--- src/rtl/timer0_pkg.sv ---
// Timer/Counter0 shared definitions: clock-select codes and flag bit indices.
// Imported by the prescaler, the interface users and the controller top.
package timer0_pkg;

  localparam logic [2:0] CS_STOP     = 3'd0;
  localparam logic [2:0] CS_DIV1     = 3'd1;
  localparam logic [2:0] CS_DIV8     = 3'd2;
  localparam logic [2:0] CS_DIV64    = 3'd3;
  localparam logic [2:0] CS_DIV256   = 3'd4;
  localparam logic [2:0] CS_DIV1024  = 3'd5;
  localparam logic [2:0] CS_EXT_FALL = 3'd6;
  localparam logic [2:0] CS_EXT_RISE = 3'd7;

  localparam int TOV_BIT = 0;
  localparam int OCF_BIT = 1;

  localparam int PS_WIDTH_MIN = 10;

endpackage

--- src/rtl/timer0_controller_if.sv ---
// Register-file side bundle of Timer0: TCCR0/TCNT0/OCR0/TIFR controls in,
// count value, flags and tick out. master = register file, slave = timer.
interface timer0_controller_if;

  logic [2:0] cs;
  logic       ctc;
  logic       t0_pin;
  logic       psr;
  logic       tcnt_wr;
  logic [7:0] tcnt_wdata;
  logic [7:0] ocr;
  logic [1:0] flag_clr;
  logic [7:0] tcnt;
  logic       tov;
  logic       ocf;
  logic       tick;

  modport master (
    output cs, ctc, t0_pin, psr,
    output tcnt_wr, tcnt_wdata, ocr, flag_clr,
    input  tcnt, tov, ocf, tick
  );

  modport slave (
    input  cs, ctc, t0_pin, psr,
    input  tcnt_wr, tcnt_wdata, ocr, flag_clr,
    output tcnt, tov, ocf, tick
  );

endinterface

--- src/rtl/timer0_prescaler.sv ---
// Free-running prescaler, T0 edge detector and clock-select tick mux.
// Ports: clk, clr (async high), cs, psr, t0_pin in; tick out.
module timer0_prescaler
  import timer0_pkg::*;
#(
  parameter int PS_WIDTH = 10
) (
  input  logic       clk,
  input  logic       clr,
  input  logic [2:0] cs,
  input  logic       psr,
  input  logic       t0_pin,
  output logic       tick
);

  logic [PS_WIDTH-1:0] ps;
  logic                t0_prev;
  logic                sel;

  always_ff @(posedge clk or posedge clr) begin
    if (clr) begin
      ps      <= '0;
      t0_prev <= 1'b0;
    end else begin
      ps      <= psr ? '0 : ps + 1'b1;
      t0_prev <= t0_pin;
    end
  end

  // A prescaler reset kills this cycle's divided tick so the
  // next one lands a full period after the strobe.
  always_comb begin
    sel = 1'b0;
    unique case (cs)
      CS_STOP:     sel = 1'b0;
      CS_DIV1:     sel = 1'b1;
      CS_DIV8:     sel = !psr && (&ps[2:0]);
      CS_DIV64:    sel = !psr && (&ps[5:0]);
      CS_DIV256:   sel = !psr && (&ps[7:0]);
      CS_DIV1024:  sel = !psr && (&ps[9:0]);
      CS_EXT_FALL: sel = !t0_pin && t0_prev;
      CS_EXT_RISE: sel = t0_pin && !t0_prev;
    endcase
  end

  assign tick = sel & ~clr;

endmodule

--- src/rtl/timer0_controller.sv ---
// Timer/Counter0 core: TCNT0, one-tick compare block after writes, TOV0/OCF0.
// Ports: clk, clr (async high) plain; everything else via bus (slave).
module timer0_controller
  import timer0_pkg::*;
#(
  parameter int PS_WIDTH = 10
) (
  input logic                clk,
  input logic                clr,
  timer0_controller_if.slave bus
);

  logic       tick;
  logic [7:0] tcnt_q;
  logic [7:0] tcnt_d;
  logic       block_q;
  logic       block_d;
  logic       tov_q;
  logic       ocf_q;
  logic       tov_set;
  logic       ocf_set;

  timer0_prescaler #(
    .PS_WIDTH (PS_WIDTH)
  ) u_ps (
    .clk    (clk),
    .clr    (clr),
    .cs     (bus.cs),
    .psr    (bus.psr),
    .t0_pin (bus.t0_pin),
    .tick   (tick)
  );

  // A write owns the cycle; a blocked match just counts on.
  // Both the CTC clear and the increment leave 0xFF at 0x00,
  // so overflow only depends on the old count.
  always_comb begin
    tcnt_d  = tcnt_q;
    block_d = block_q;
    tov_set = 1'b0;
    ocf_set = 1'b0;
    if (bus.tcnt_wr) begin
      tcnt_d  = bus.tcnt_wdata;
      block_d = 1'b1;
    end else if (tick) begin
      block_d = 1'b0;
      tov_set = (tcnt_q == 8'hFF);
      if (!block_q && tcnt_q == bus.ocr) begin
        ocf_set = 1'b1;
        tcnt_d  = bus.ctc ? 8'h00 : tcnt_q + 8'd1;
      end else begin
        tcnt_d  = tcnt_q + 8'd1;
      end
    end
  end

  always_ff @(posedge clk or posedge clr) begin
    if (clr) begin
      tcnt_q  <= 8'h00;
      block_q <= 1'b0;
      tov_q   <= 1'b0;
      ocf_q   <= 1'b0;
    end else begin
      tcnt_q  <= tcnt_d;
      block_q <= block_d;
      tov_q   <= tov_set |
                 (tov_q & ~bus.flag_clr[TOV_BIT]);
      ocf_q   <= ocf_set |
                 (ocf_q & ~bus.flag_clr[OCF_BIT]);
    end
  end

  assign bus.tcnt = tcnt_q;
  assign bus.tov  = tov_q;
  assign bus.ocf  = ocf_q;
  assign bus.tick = tick;

endmodule

--- src/flat_wrapper.sv ---
// flat-port wrapper written by rule: the top's interface ports become plain ports
module timer0_controller_flat import timer0_pkg::*;
#(
  parameter int PS_WIDTH = 10
)
  (clk, clr, bus_cs, bus_ctc, bus_t0_pin, bus_psr, bus_tcnt_wr, bus_tcnt_wdata, bus_ocr, bus_flag_clr, bus_tcnt, bus_tov, bus_ocf, bus_tick);
  timer0_controller_if bus_i ();
  input logic clk;
  input logic clr;
  input wire logic [$bits(bus_i.cs)-1:0] bus_cs;
  input wire logic [$bits(bus_i.ctc)-1:0] bus_ctc;
  input wire logic [$bits(bus_i.t0_pin)-1:0] bus_t0_pin;
  input wire logic [$bits(bus_i.psr)-1:0] bus_psr;
  input wire logic [$bits(bus_i.tcnt_wr)-1:0] bus_tcnt_wr;
  input wire logic [$bits(bus_i.tcnt_wdata)-1:0] bus_tcnt_wdata;
  input wire logic [$bits(bus_i.ocr)-1:0] bus_ocr;
  input wire logic [$bits(bus_i.flag_clr)-1:0] bus_flag_clr;
  output wire logic [$bits(bus_i.tcnt)-1:0] bus_tcnt;
  output wire logic [$bits(bus_i.tov)-1:0] bus_tov;
  output wire logic [$bits(bus_i.ocf)-1:0] bus_ocf;
  output wire logic [$bits(bus_i.tick)-1:0] bus_tick;
  assign bus_i.cs = bus_cs;
  assign bus_i.ctc = bus_ctc;
  assign bus_i.t0_pin = bus_t0_pin;
  assign bus_i.psr = bus_psr;
  assign bus_i.tcnt_wr = bus_tcnt_wr;
  assign bus_i.tcnt_wdata = bus_tcnt_wdata;
  assign bus_i.ocr = bus_ocr;
  assign bus_i.flag_clr = bus_flag_clr;
  assign bus_tcnt = bus_i.tcnt;
  assign bus_tov = bus_i.tov;
  assign bus_ocf = bus_i.ocf;
  assign bus_tick = bus_i.tick;
  timer0_controller #(.PS_WIDTH(PS_WIDTH)) u_core (.clk(clk), .clr(clr), .bus(bus_i));
endmodule
--- config.mk ---
export PLATFORM = sky130hd
export DESIGN_NAME = timer0_controller_flat
export DESIGN_NICKNAME = d
export VERILOG_FILES = /design/src/rtl/timer0_pkg.sv /design/src/rtl/timer0_controller_if.sv /design/src/rtl/timer0_prescaler.sv /design/src/rtl/timer0_controller.sv /design/src/flat_wrapper.sv
export SDC_FILE = /design/constraint.sdc
export NUM_CORES = 1
export LEC_CHECK = 0
export CAP_MARGIN = 15
export CORE_UTILIZATION = 43
export CTS_CLUSTER_DIAMETER = 150
export CTS_CLUSTER_SIZE = 28
export DETAILED_ROUTE_END_ITERATION = 12
export PLACE_DENSITY_LB_ADDON = 0.15
export SLEW_MARGIN = 20
export SYNTH_ARGS = -nofsm -noshare
export SYNTH_HDL_FRONTEND = slang
export SYNTH_SLANG_ARGS = --single-unit
--- constraint.sdc ---
create_clock -name clk -period 2 [get_ports clk]
set_input_delay 0.3 -clock clk [delete_from_list [all_inputs] [get_ports clk]]
set_output_delay 0.3 -clock clk [all_outputs]
set_load 0.01 [all_outputs]
==> qor.csv, run 1 <==
stage,metric,value,unit
synthesis,synth_warnings,0,
synthesis,synth_edf_count,0,
grt,top_usage_layer,met2,
synthesis,yosys_most_used_dff,dfrtp_1,
clock_network,cts.clk_slew.worst_paths,130,ps
synthesis,netlist_area,0.001405,mm2
grt,grt_use_met2,0.4708,
placement,io_buffers,37,
synthesis,synth.distinct_cells,45,
route,wl,4139,um
synthesis,postSynthAreaPerCell,9.624,um2
sta,finClkSkew,2.982,ps
critical_path,worstSetupPathType,flip-flop to primary output,
sta,worstMarginPinSlew,315.6,ps
grt,grt_util_met1,0.3251,
synthesis,syn-instance-count,146,
clock_network,h-tree-depth,1,
route,first_pass_iters,4,
sta,grt_setup_unrepaired,true,
run_status,outcome,"finished, violations left",
pwr,powerDensity,538.4,mW/mm2
placement,hpwl,2975,um
sta,setup_ws,-460.6,ps
synthesis,ys_ff_latch,22,
clock_network,cts_buffer_depth,2,
sta,period_share,1.230,
route,ant_nets,0,
synthesis,synthAdderAreaFrac,0.04452,
synthesis,yosysMostFrequentCell,dfrtp_1,
grt,grt_pass1_wl,6672,um
synthesis,muxShareOfSynthArea,0,
clock_network,cts_root_buffer,clkbuf_4,
critical_path,regToRegSetupSlack,-310,ps
synthesis,synthesis.nets,178,
clock_network,cts.sinks,22,
synthesis,ys_async_sr_fraction,1.000,
critical_path,cp_max_fo,2,
critical_path,cp.required,1700,ps
synthesis,synth_area_leader_cell,dfrtp_1,
critical_path,worst_setup_path_end_kind,primary output,
route,routed_via_density,5.447,
route,vias,1438,
clock_network,clk_latency,320,ps
synthesis,synth_top_family_by_area,simple AND/OR/NAND/NOR gates,
finish,area_growth,62.87,%
grt,met3_usage,0.03493,
critical_path,critPathArrivalTime,2160,ps
sta,max_freq,406.4,MHz
grt,grt_usage,0.2596,
run,maxCapViolCount,0,
pwr,vdd_drop_max,371.9,uV
run_status,violations,negative setup slack,
die,rows,20,
sta,holdWs,391.1,ps
clock_network,hold_buffers,0,
die,die_w,59.17,um
synthesis,synth-xor-area-share,0.08103,
die,dieHeight,59.17,um
pwr,leakagePower,1.010,nW
clock_network,cts-buffers-inserted,3,
die,initial_core_util,0.4565,
route,wl_per_cell,15.68,um
placement,placed_cells,254,
clock_network,cts_tree,done,
sta,finalHoldViolCount,0,
sta,max_slew_margin,0.7889,
route,drc,0,
synthesis,synthTopCellsByArea,"dfrtp_1 39%, xnor2_1 5.6%, ha_1 4.5%, nand4_1 3.6%, inv_1 3.2%",
grt,grt_pass1_vias,1480,
synthesis,post_synth_and_or_nand_nor_area_fraction,0.2289,
critical_path,cp-start-kind,flip-flop,
route,initialDrtViolationCount,57,
synthesis,synth_compound_area_frac,0.2084,
finish,fillers,237,
sta,min_period,2461,ps
die,die_area,0.003501,mm2
synthesis,synth-seq-area-share,0.3918,
die,core_area,0.003078,mm2
die,io_pins,38,
grt,grt_max_degree,23,
synthesis,synth_top_cell_area_share,0.3918,
finish,drive_above_1_share,0.3000,
min_path,hp-class,input port to async pin,
grt,grt_remaining_overflow,0,
synthesis,ys_top_cells_by_count,"22 x dfrtp_1, 12 x inv_1, 10 x nand2_1",
placement,gp_congestion,0.8898,
finish,fin_nets,253,
finish,diodes,0,
grt,grt_antenna_before_repair,0,
finish,finalNonFillerCells,264,
sta,drv_slew,0,
sta,finalSetupViolations,12,
==> sequential cells by signal, indices dropped and copies added, names as in the netlist <==
| name | cells |
|---|---|
| u_core.block_q | 1 |
| u_core.bus.ocf | 1 |
| u_core.bus.tcnt | 8 |
| u_core.bus.tov | 1 |
| u_core.u_ps.ps | 10 |
| u_core.u_ps.t0_prev | 1 |
==> stage by stage <==
stage | utilization | setup WS (ps) | total power [mW] | instance area, um2 | TNS [ps]
final | 0.7435 | -460.6 | 1.232 | 2288 | -2902
after global routing | 0.7435 | -542.8 | 1.294 | 2288 | -3854
after CTS | 0.7313 | -468.2 | 1.223 | 2251 | -2803
after detailed placement | 0.6699 | -992.5 | 0.8412 | 2062 | -8718
after global placement | 0.6699 | -940.9 | 0.8317 | 2062 | -7842
after floorplan | - | -109.3 | 0.6584 | 1423 | -359.3
==> kinds of logic after synthesis <==
| group | Yosys count |
|---|---|
| DFF | 22 |
| buffers and inverters | 16 |
| xor gates and xnor gates | 13 |
| AOI/OAI and AO/OA | 33 |
| adders and majority gates | 5 |
| and+or+nand+nor | 57 |
==> final timing paths <==
kind | endpoint | cells after the start | from
hold / removal | u_core.bus.tcnt[5] | 3 | clr
max in group asynchronous | u_core.bus.ocf | 3 | clr
min in group clk | u_core.bus.tov | 2 | u_core.bus.tov
hold reg to reg | u_core.bus.tov | 2 | u_core.bus.tov
setup reg to reg | u_core.bus.tcnt[3] | 8 | u_core.u_ps.ps[0]
setup / recovery | bus_tick | 8 | u_core.u_ps.ps[0]
==> final cells by class <==
class	count	area [um2]	area share
Clock buffer	3	22.52	0.009841
Clock inverter	1	30.03	0.01312
Tap cell	44	55.05	0.02406
Sequential cell	22	550.5	0.2406
Inverter	12	45.04	0.01968
Multi-Input combinational cell	108	927.1	0.4051
Timing Repair Buffer	74	658.1	0.2876
==> report_power, final <==
group	switching, mW	internal [mW]
registers	0.0383	0.473
logic	0.159	0.208
clock network	0.152	0.203
==> routing by layer <==
layer	share of wire	vias to the layer above
met4	0.0094	0
met2	0.50	38
met3	0.036	5
li1	-	695
met1	0.45	700
met5	0	-
==> worst max-delay path, stage by stage, from the launching register on <==
cell and delay (ps):
dfrtp_1 420, ha_4 160, ha_4 120, or4b_4 460, o211ai_1 250, and3_4 260
nor2_4 40, inv_2 40, buf_6 90
==> layout by cell type (no fill, tap or decap), drive strengths merged, types with 3 or more instances in the layout <==
master	count
ha	5
nand4	8
buf	38
nor2	10
xor2	4
a221o	3
dfrtp	22
and3	3
clkbuf	3
o211ai	3
nand2b	3
nand3	8
clkdlybuf4s50	34
nand2	10
o21ai	3
o32ai	3
inv	12
o221ai	3
xnor2	9
==> timing repair <==
item | 4_1_cts | 5_1_grt
pin swaps | 16 | 11
setup buffers | 14 | 2
cloned | 0 | 0
endpoints found under the setup margin | 12 | 12
resized for setup | 25 | 5
Note: power is estimated with default switching activity, not from simulation.
==> inputs of run 2 (changes only) <==
--- a/config.mk
+++ b/config.mk
@@ -6,7 +6,8 @@
 export NUM_CORES = 1
 export LEC_CHECK = 0
 export CAP_MARGIN = 15
-export CORE_UTILIZATION = 43
+export CORE_UTILIZATION = 44
+export CTS_BUF_LIST = sky130_fd_sc_hd__clkbuf_4 sky130_fd_sc_hd__clkbuf_8
 export CTS_CLUSTER_DIAMETER = 150
 export CTS_CLUSTER_SIZE = 28
 export DETAILED_ROUTE_END_ITERATION = 12
==> run 2 against run 1 <==
Against the previous run: the run still ends with negative setup slack left; worst hold slack better by 1.3 ps; core utilization down 0.46 points; clock skew up 6.6 ps; critical endpoint unchanged; sequential power about the same; clock power down 2%; wire length down 7.0%; global-route usage down 2.8 points; critical path depth unchanged; fmax up 2.4%; largest cell class unchanged; non-clock buffer count up 2.
==> qor.csv, run 2 (synthesis results as in run 1) <==
stage,metric,value,unit,change
placement,io_buffers,37,,unchanged
clock_network,clk_latency,310,ps,was 320 ps
pwr,netSwitchingPower,0.3327,mW,was 0.3489 mW
finish,diodes,0,,unchanged
clock_network,hold_buffers,0,,unchanged
sta,max_freq,416.0,MHz,was 406.4 MHz
grt,grt_usage,0.2320,,was 0.2596
die,rows,20,,unchanged
die,dieHeight,58.51,um,was 59.17 um
run_status,violations,negative setup slack,,unchanged
grt,grt_pass1_vias,1461,,"was 1,480"
die,die_w,58.51,um,was 59.17 um
finish,final_cell_mix,"37 x buf_4, 34 x clkdlybuf4s50_1, 22 x dfrtp_1, 10 x inv_1, 10 x nand2_1",,"was 34 x clkdlybuf4s50_1, 34 x buf_4, 22 x dfrtp_1, 10 x inv_1, 10 x nand2_1"
critical_path,crit_family,simple AND/OR/NAND/NOR gates,,unchanged
finish,fin_nets,255,,was 253
pwr,p_total,1.210,mW,was 1.232 mW
clock_network,cts_root_buffer,clkbuf_4,,unchanged
grt,grt_antenna_before_repair,0,,unchanged
critical_path,worstSetupPathType,flip-flop to primary output,,unchanged
critical_path,regToRegSetupSlack,-350,ps,was -310 ps
pwr,clkPwrFrac,0.287,,was 0.288
sta,max_slew_margin,0.7905,,was 0.7889
critical_path,cp-start-kind,flip-flop,,unchanged
critical_path,reg2reg_depth,9,,was 8
critical_path,regToRegStartpoint,u_core.u_ps.ps[1],,was u_core.u_ps.ps[0]
route,wl_per_cell,14.48,um,was 15.68 um
grt,grt_remaining_overflow,0,,unchanged
critical_path,worstPathBufferInverterCount,2,,unchanged
clock_network,cts.sinks,22,,unchanged
critical_path,cp_max_fo,2,,unchanged
critical_path,critPathArrivalTime,2100,ps,was 2160 ps
critical_path,cp.required,1700,ps,about the same
sta,finClkSkew,9.625,ps,was 2.982 ps
pwr,leakagePower,1.005,nW,was 1.010 nW
route,vias,1446,,"was 1,438"
sta,setup_ws,-403.9,ps,was -460.6 ps
clock_network,h-tree-depth,1,,unchanged
finish,final_common_cell,buf_4,,
pwr,switching_share,0.2749,,was 0.2832
route,drc,0,,unchanged
clock_network,cts.clk_slew.worst_paths,140,ps,was 130 ps
clock_network,cts_tree,done,,unchanged
die,core_area,0.003053,mm2,was 0.003078 mm2
route,first_pass_iters,4,,unchanged
finish,fillers,237,,unchanged
finish,largest_reg_flops,10,,unchanged
critical_path,crit_slowest_cell,or4b_4,,unchanged
die,die_area,0.003423,mm2,was 0.003501 mm2
min_path,hp-class,input port to async pin,,unchanged
finish,area_growth,60.55,%,was 62.87%
critical_path,cp_cell_sequence,"ha_2, ha_1, or4b_4, o211ai_1, and3_4, nor2_2, inv_2, buf_6",,"was ha_4, ha_4, or4b_4, o211ai_1, and3_4, nor2_4, inv_2, buf_6"
route,wl,3851,um,was 4139 um
pwr,internal-power,0.8776,mW,was 0.8833 mW
pwr,p_comb_frac,0.292,,was 0.297
route,ant_nets,0,,unchanged
sta,min_period,2404,ps,was 2461 ps
finish,top_register,u_core.u_ps.ps,,unchanged
run_status,outcome,"finished, violations left",,unchanged
sta,period_share,1.202,,was 1.230
route,routed_via_density,5.436,,was 5.447
critical_path,worst_setup_path_end_kind,primary output,,unchanged
finish,drive_above_1_share,0.2883,,was 0.3000
run,maxCapViolCount,0,,unchanged
die,io_pins,38,,unchanged
placement,hpwl,2831,um,was 2975 um
clock_network,cts_buffer_depth,2,,unchanged
sta,finalHoldViolCount,0,,unchanged
clock_network,cts-buffers-inserted,3,,unchanged
placement,gp_congestion,0.8088,,was 0.8898
route,initialDrtViolationCount,36,,was 57
sta,finalSetupViolations,12,,unchanged
grt,grt_pass1_wl,6134,um,was 6672 um
sta,grt_setup_unrepaired,true,,unchanged
pwr,vdd_drop_max,332.8,uV,was 371.9 uV
critical_path,timing.rr.end,u_core.bus.tcnt[3],,unchanged
die,initial_core_util,0.4602,,was 0.4565
pwr,powerDensity,536.5,mW/mm2,was 538.4 mW/mm2
grt,grt_max_degree,23,,unchanged
sta,drv_slew,0,,unchanged
pwr,seq_power_share,0.420,,was 0.415
critical_path,slowest_delay,460,ps,about the same
sta,setup_tns,-2750,ps,was -2902 ps
sta,worstMarginPinSlew,313.3,ps,was 315.6 ps
-- run 2: repair_timing --
item                                    4_1_cts  5_1_grt
gates resized for setup                      17        5
endpoints found under the setup margin       12       12
pin swaps                                     9        3
setup buffers                                 4        3
-- run 2: tightest hold or removal path: cells and delay by family --
family / cells / cell delay [ps]
buffers and inverters: 3 / 810
-- run 2: worst max-delay path by stage --
stage | end | startpoint | cells past startpoint | slack, ps
2_1_floorplan | u_core.bus.tcnt[4] | u_core.u_ps.ps[0] | 8 | -110
3_3_place_gp | bus_tick | bus_cs[1] | 9 | -920
3_5_place_dp | bus_tick | bus_cs[1] | 9 | -960
4_1_cts | bus_tick | u_core.u_ps.ps[1] | 8 | -390
5_1_grt | bus_tick | u_core.u_ps.ps[1] | 8 | -530
6_report | bus_tick | u_core.u_ps.ps[1] | 8 | -400
-- run 2: through the flow --
step,utilization,std cells,area [um2],hold slack [ps],setup slack [ps]
after CTS,0.7205,263,2200,408.2,-388.6
after global routing,0.7389,266,2256,457.3,-533.4
after floorplan,-,146,1423,289.2,-109.3
final,0.7389,266,2256,392.4,-403.9
after detailed placement,0.6828,257,2085,488.4,-959.5
after global placement,0.6828,257,2085,468.5,-919.9
-- run 2: power by group through the flow --
stage	combinational [mW]	sequential (mW)	clock [mW]
after floorplan	0.138	0.521	0
after global placement	0.317	0.514	0
after detailed placement	0.326	0.516	0
after CTS	0.339	0.508	0.353
after global routing	0.383	0.511	0.375
final	0.354	0.508	0.348
-- run 2: cell type report --
class	instances	area [um2]	share of cell area
tap	44	55.05	0.02440
timing repair buffer	76	669.4	0.2967
multi-input combinational	108	883.3	0.3916
clock inverter	1	30.03	0.01331
inverter	12	45.04	0.01997
clock buffer	3	22.52	0.009983
sequential	22	550.5	0.2440
-- run 2: metal layers --
layer	wire, um	up-vias	share of wire	global-route usage
li1	-	705	-	-
met1	1558	692	0.40	0.2608
met2	2100	45	0.55	0.4499
met3	159	4	0.041	0.02198
met4	31	0	0.0080	0.08503
met5	0	-	0	0
